--- src/rtl/io_tile_gen2.sv ---
// Programmable IO tile: serial config chain with commit validation, plus per-pin
// output-enable and optional registered paths between pad and interconnect.
module io_tile_gen2 #(
  parameter int PINS        = 2,
  parameter int CFG_PER_PIN = 3
) (
  input  logic            clock,
  input  logic            nreset,
  input  logic            config_in,
  output logic            config_out,
  input  logic            config_enable,
  input  logic            config_commit,
  output logic            config_done,
  output logic            config_error,
  input  logic [PINS-1:0] data_from_io,
  output logic [PINS-1:0] data_to_io,
  output logic [PINS-1:0] data_oe,
  input  logic [PINS-1:0] data_from_ic,
  output logic [PINS-1:0] data_to_ic
);

  localparam int CFG_BITS = PINS * CFG_PER_PIN;
  localparam int CNT_W    = $clog2(CFG_BITS + 2);
  localparam logic [CNT_W-1:0] CNT_FULL = CNT_W'(CFG_BITS);
  localparam logic [CNT_W-1:0] CNT_SAT  = CNT_W'(CFG_BITS + 1);

  logic [CFG_BITS-1:0] sr;
  logic [CFG_BITS-1:0] act;
  logic [CNT_W-1:0]    cnt;
  logic [PINS-1:0]     oq;
  logic [PINS-1:0]     iq;
  logic                done_q;
  logic                err_q;
  logic                commit_ok;

  // A commit is only trusted when exactly CFG_BITS bits arrived and no shift is in flight.
  assign commit_ok = config_commit & ~config_enable & (cnt == CNT_FULL);

  always_ff @(posedge clock) begin
    if (!nreset) begin
      sr     <= '0;
      act    <= '0;
      cnt    <= '0;
      oq     <= '0;
      iq     <= '0;
      done_q <= 1'b0;
      err_q  <= 1'b0;
    end else begin
      oq     <= data_from_ic;
      iq     <= data_from_io;
      done_q <= 1'b0;
      if (config_enable) begin
        sr <= {sr[CFG_BITS-2:0], config_in};
        if (cnt != CNT_SAT) cnt <= cnt + CNT_W'(1);
      end
      // Any commit request restarts the count, accepted or not.
      if (config_commit) begin
        cnt <= '0;
        if (commit_ok) begin
          act    <= sr;
          done_q <= 1'b1;
          err_q  <= 1'b0;
        end else begin
          err_q  <= 1'b1;
        end
      end
    end
  end

  assign config_out   = sr[CFG_BITS-1];
  assign config_done  = done_q;
  assign config_error = err_q;

  // Per pin: bit0 OE, bit1 registered output, bit2 registered input.
  always_comb begin
    data_oe    = '0;
    data_to_io = '0;
    data_to_ic = '0;
    for (int i = 0; i < PINS; i++) begin
      data_oe[i] = act[CFG_PER_PIN*i];
      if (act[CFG_PER_PIN*i])
        data_to_io[i] = act[CFG_PER_PIN*i+1] ? oq[i] : data_from_ic[i];
      data_to_ic[i] = act[CFG_PER_PIN*i+2] ? iq[i] : data_from_io[i];
    end
  end

endmodule

--- config.mk ---
export PLATFORM = sky130hd
export DESIGN_NAME = io_tile_gen2
export DESIGN_NICKNAME = d
export VERILOG_FILES = /design/src/rtl/io_tile_gen2.sv
export SDC_FILE = /design/constraint.sdc
export NUM_CORES = 1
export LEC_CHECK = 0
export ABC_CLOCK_PERIOD_IN_PS = 1900
export CORE_MARGIN = 3
export CORE_UTILIZATION = 41
export DETAILED_ROUTE_END_ITERATION = 8
export GPL_ROUTABILITY_DRIVEN = 0
export GPL_TIMING_DRIVEN = 1
export PLACE_DENSITY_LB_ADDON = 0.1
export RECOVER_POWER = 50
export SKIP_LAST_GASP = 1
export SLEW_MARGIN = 20
export SYNTH_ARGS = -nofsm -noshare
export SYNTH_HDL_FRONTEND = slang
export SYNTH_SLANG_ARGS = --single-unit
export TNS_END_PERCENT = 50
--- constraint.sdc ---
create_clock -name clock -period 1.9 [get_ports clock]
set_clock_uncertainty 0.15 [all_clocks]
set_input_delay 0.19 -clock clock [delete_from_list [all_inputs] [get_ports clock]]
set_output_delay 0.19 -clock clock [all_outputs]
set_load 0.01 [all_outputs]
==> run_results.csv, run 1 <==
group,metric,value,unit
die,io_pins,18,
grt,grt_overflow,0,
synthesis,yosys_warnings,0,
layout,nNetsFinal,113,
placed_design,placed_area,1059,um^2
die,core_area,2002,um^2
drt,wl_per_cell,10.94,um
setup_path,cp_cell_sequence,"mux2_2 -> clkdlybuf4s50_1",
layout,final_cell_mix,"dfxtp_1 (21), clkdlybuf4s50_1 (15), nor2_1 (10)",
setup_path,worstSetupPathType,"reg2out",
clocking,h-tree-depth,1,
setup_path,worstReg2RegEnd,"act[5]$_SDFFE_PN0P_",
clocking,root_buffer,"clkbuf_4",
synthesis,syn-num-nets,95,
die,die-width,52.52,um
setup_path,critical_path.top_delay_family,"buffers and inverters",
power,peakVddDrop,0.5044,mV
synthesis,synthTopCellsByArea,"dfxtp_1 (47%), mux2i_1 (10%), o21ai_2 (5.9%), ha_1 (4.2%), nor2_1 (4.2%)",
sta,setup_viol,0,
drt,ant_nets,0,
power,p_leak,0.0004328,uW
clocking,clock-sinks,21,
grt,grt_antenna_before_repair,0,
layout,antenna_cells,0,
drt,drt-vias-per-instance,4.724,
status,outcome,"finished clean",
setup_path,cpMaxStageDelayCell,"clkdlybuf4s50_1",
layout,fill_cells,200,
sta,fin_crit_sh,94.52,%
synthesis,netlist_instances,83,
drt,vias,600,
grt,grt_pass1_wl,2518,um
job,cap_violations,0,
layout,syn2layout_area_growth,19.04,%
sta,tightestPinTransition,0.6825,ns
die,die_y,52.52,um
setup_path,r2r-start,"cnt[0]$_SDFFE_PP0P_",
layout,design_area,1056,um^2
clocking,cts_made_buffers,3,
placed_design,hpwlAfterDp,1052,um
clocking,cts_setup_buffers,0,
setup_path,critPathMaxStageDelay,0.48,ns
setup_path,worstRegToRegCells,5,
sta,hold_viol_final,0,
drt,routed_wl,1390,um
min_path,min_path_cells,2,
clocking,postCtsResizedCells,0,
grt,grt_max_degree,19,
setup_path,cp-start-kind,"flip-flop",
sta,max_freq,0.5569,GHz
sta,setup_tns,0,ns
layout,layout_commonest_cell,"dfxtp_1",
drt,drt_iter0_drc,0,
clocking,cts.path.max_buffers,2,
min_path,hp-class,"in2reg",
synthesis,syn_avg_cell_area,10.69,um^2
placed_design,pre_cts_ws,0.1820,ns
drt,first_pass_iters,1,
synthesis,synth_top_area_share,47.39,%
die,dieArea,2758,um^2
sta,finalCriticalPeriod,1.796,ns
setup_path,worstPathArrival,1.46,ns
sta,rsz0062_at_grt,"no",
clocking,ctsHoldBuffers,0,
die,rows,16,
synthesis,synth-seq-area-share,47.39,%
sta,slew_headroom,54.50,%
setup_path,crit_buf_inv,1,
synthesis,syn_area,887.1,um^2
layout,drive_above_1_share,14.00,%
clocking,cts_tree,"built",
min_path,hold_end,"iq[0]$_SDFF_PN0_",
setup_path,required,1.56,ns
grt,grt_util_all_layers,12.65,%
setup_path,critPathMaxFanout,2,
setup_path,ff2ff_setup_slack,0.38,ns
clocking,clkLatencyLatePin,0.30,ns
drt,drcViolationCount,0,
synthesis,synth-seq-cells,21,
placed_design,numPortBuffers,17,
setup_path,endpoint_kind,"primary output",
min_path,hp-start,"data_from_io[0]",
power,pwr_density_cell,689.9,nW/um^2
die,start_util,44.31,%
sta,finalMaxSlewViolations,0,
synthesis,yosysUniqueCellTypes,21,
synthesis,synth_top_area_cell,"dfxtp_1",
grt,grt_pass1_vias,579,
clocking,clkTransAtPathRegs,0.11,ns
layout,post-route-util,52.75,%
sta,worst_slack,0.1042,ns
## registers in the layout, summed over array words and instances (netlist names)
register      cells
act               6
cnt               3
config_done       1
config_error      1
iq                2
oq                2
sr                6
## logic make-up after synthesis
family / after synthesis / synth area share [%]
XOR/XNOR: 1 / 0.9875
AND/OR/NAND/NOR: 31 / 20.03
buffers and inverters: 8 / 6.206
multiplexers: 11 / 12.69
flip-flops: 21 / 47.39
adder cells (fa/ha/maj): 3 / 4.232
AO/OA/AOI/OAI: 8 / 8.462
## cells in the mapped netlist (all sizes together)
cell,instances
dfxtp,21
nor2,10
mux2i,9
buf,6
nand2,6
nand3,6
o21ai,6
and2,4
ha,3
inv,2
mux2,2
nor2b,2
a211oi,1
and2b,1
nand2b,1
nand4b,1
o211a,1
xnor2,1
## layer usage
| metal | GRT usage [%] | share of wire, % |
|---|---|---|
| met1 | 14.69 | 46 |
| met2 | 20.87 | 47 |
| met3 | 6.268 | 6.3 |
| met4 | 2.553 | 0.50 |
| met5 | 0 | 0 |
## cell type report
class                   count  area [um^2]  share of cell area [%]
flip-flops and latches     21        420.4                   39.81
multi-input cells          54        389.1                   36.85
repair buffers             19        177.7                   16.82
well taps                  27        33.78                   3.199
clock buffers               3        22.52                   2.133
inverters                   2        7.507                  0.7109
clock inverters             1        5.005                  0.4739
## stage by stage
stage               hold slack [ns]  total power [uW]  instances
floorplan                    0.1617             504.9         83
global placement             0.3092             535.0        123
finish                       0.3145             728.5        127
global route                 0.3069             773.5        127
CTS                          0.3143             745.4        127
detailed placement           0.3151             537.2        123
## worst max-delay path by stage
| stage | cells after the start | end | startpoint | slack (ns) |
|---|---|---|---|---|
| 5_1_grt | 2 | data_to_ic[0] | act[2]$_SDFFE_PN0P_ | 0.03 |
| 2_1_floorplan | 5 | cnt[2]$_SDFFE_PP0P_ | cnt[0]$_SDFFE_PP0P_ | 0.50 |
| 4_1_cts | 2 | data_to_ic[1] | act[5]$_SDFFE_PN0P_ | 0.07 |
| 3_3_place_gp | 4 | data_to_io[1] | data_from_ic[1] | 0.21 |
| 6_report | 2 | data_to_ic[1] | act[5]$_SDFFE_PN0P_ | 0.10 |
| 3_5_place_dp | 4 | data_to_io[1] | data_from_ic[1] | 0.18 |
## where the power goes
part           internal, uW  switching [uW]  total (uW)
Combinational          37.2            27.8        65.0
Sequential              451            5.59         456
Clock                  78.4             129         207
Note: power is estimated with default switching activity, not from simulation.
==> run 2, diff against run 1 <==
Settings changed: ABC_CLOCK_PERIOD_IN_PS 1900 to 1700.
Clock period 1.9 ns to 1.7 ns, I/O delays scaled along.
==> run 2 against run 1 <==
Against the previous run:
- the flow now finishes with violations (setup timing)
- global-route usage down 0.46 points
- final cell count did not move
- die area unchanged
- routed wire length grew 3.5%
- largest cell class unchanged
- largest power group unchanged
==> run_results.csv, run 2 (synthesis gave the netlist of run 1 again) <==
group,metric,value,unit
die,die-width,52.52,um
layout,syn2layout_area_growth,19.46,%
die,io_pins,18,
clocking,clock-sinks,21,
setup_path,worstSetupPathType,"reg2out",
setup_path,worstPathArrival,1.39,ns
min_path,hp-class,"in2reg",
grt,grt_max_degree,18,
sta,slew_headroom,54.36,%
drt,drt_iter0_drc,11,
grt,grt_pass1_wl,2470,um
die,core_area,2002,um^2
clocking,cts_made_buffers,3,
setup_path,cp-start-kind,"flip-flop",
clocking,h-tree-depth,1,
die,die_y,52.52,um
setup_path,endpoint_kind,"primary output",
sta,hold_viol_final,0,
setup_path,cpMaxStageDelayCell,"clkdlybuf4s50_1",
layout,antenna_cells,0,
drt,ant_nets,0,
drt,wl_per_cell,11.32,um
clocking,clkTransAtPathRegs,0.11,ns
clocking,clkLatencyLatePin,0.30,ns
drt,first_pass_iters,4,
power,pwr_density_cell,769.0,nW/um^2
setup_path,critPathMaxFanout,2,
sta,fin_crit_sh,100.7,%
sta,rsz0062_at_grt,"yes",
layout,post-route-util,52.94,%
layout,layout_commonest_cell,"dfxtp_1",
die,start_util,44.31,%
drt,vias,621,
placed_design,hpwlAfterDp,1075,um
job,cap_violations,0,
setup_path,critPathMaxStageDelay,0.53,ns
grt,grt_overflow,0,
layout,final_cell_mix,"dfxtp_1 (20), clkdlybuf4s50_1 (12), nor2_1 (10)",
clocking,ctsHoldBuffers,0,
power,report.power.total,815.0,uW
clocking,cts.path.max_buffers,2,
layout,nNetsFinal,113,
sta,finalCriticalPeriod,1.712,ns
layout,top_regs,"act x6, sr x6, cnt x3",
clocking,cts_tree,"built",
status,violations,"setup timing",
sta,worst_slack,-0.01157,ns
status,outcome,"finished, violations left",
sta,finalMaxSlewViolations,0,
drt,routed_wl,1438,um
sta,max_freq,0.5843,GHz
drt,drt-vias-per-instance,4.890,
drt,drcViolationCount,0,
clocking,root_buffer,"clkbuf_4",
setup_path,cp_cell_sequence,"mux2i_1 -> nor2b_1 -> clkdlybuf4s50_1",
placed_design,numPortBuffers,17,
setup_path,required,1.38,ns
grt,grt_pass1_vias,607,
layout,drive_above_1_share,15.00,%
grt,grt_antenna_before_repair,0,
die,dieArea,2758,um^2
power,peakVddDrop,0.6934,mV
sta,tightestPinTransition,0.6846,ns
clocking,cts_setup_buffers,0,
sta,setup_viol,1,
die,rows,16,
power,p_leak,0.0004537,uW
grt,grt_util_all_layers,12.19,%
==> run 2: cell types whose count changed in the layout (fill, tap and decap cells not counted), sizes merged <==
cell | before | now
dlymetal6s2s | 0 | 1
clkdlybuf4s50 | 15 | 12
clkinv | 1 | 0
clkbuf | 5 | 6
dlygate4sd2 | 0 | 2
==> run 2: critical path, delay by kind of cell (launching register included) <==
kind,cells,cell delay (ns)
flip-flops,1,0.34
buffers and inverters,1,0.53
AND/OR/NAND/NOR,1,0.10
multiplexers,1,0.12
==> run 2: per-layer routing <==
metal | track usage, % | part of all wire, % | vias to the layer above
met5 | 0 | 0 | -
met4 | 2.553 | 0.56 | 0
met3 | 5.128 | 6.2 | 2
met2 | 21.28 | 48 | 17
met1 | 13.68 | 45 | 289
li1 | - | - | 313
==> run 2: power breakdown <==
part / switching [uW] / internal (uW)
Clock: 142 / 91.4
Sequential: 6.42 / 504
Combinational: 31.7 / 39.8
==> run 2: final cells by class <==
cell class	instances	area, um^2
Clock buffer	4	26.28
Fill cell	192	942.2
Inverter	2	7.507
Multi-Input combinational cell	54	392.9
Sequential cell	21	421.7
Tap cell	27	33.78
Timing Repair Buffer	19	177.7
==> run 2: final timing paths <==
check	cells after the start	slack (ns)	to	startpoint
hold reg to reg	2	0.33	act[2]$_SDFFE_PN0P_	act[2]$_SDFFE_PN0P_
hold / removal	2	0.31	iq[0]$_SDFF_PN0_	data_from_io[0]
setup reg to reg	5	0.17	act[3]$_SDFFE_PN0P_	cnt[0]$_SDFFE_PP0P_
setup / recovery	3	-0.01	data_to_io[0]	act[1]$_SDFFE_PN0P_
==> run 2: through the flow <==
stage / setup slack, ns / hold slack [ns] / instance area (um^2) / cells / setup TNS, ns
final: -0.01157 / 0.3059 / 1060 / 127 / -0.01157
after global routing: -0.08967 / 0.2921 / 1060 / 127 / -0.09809
after detailed placement: 0.01138 / 0.3107 / 1071 / 123 / 0
after global placement: 0.04808 / 0.3068 / 1071 / 123 / 0
after CTS: -0.03928 / 0.2999 / 1095 / 127 / -0.06939
after floorplan: 0.2966 / 0.1417 / 887.1 / 83 / 0
==> run 2: timing repair <==
item / 4_1_cts / 5_1_grt
endpoints found under the setup margin: 4 / 2
hold endpoints to repair: 0 / 0
resized for setup: 2 / 2
pin swaps: 0 / 0
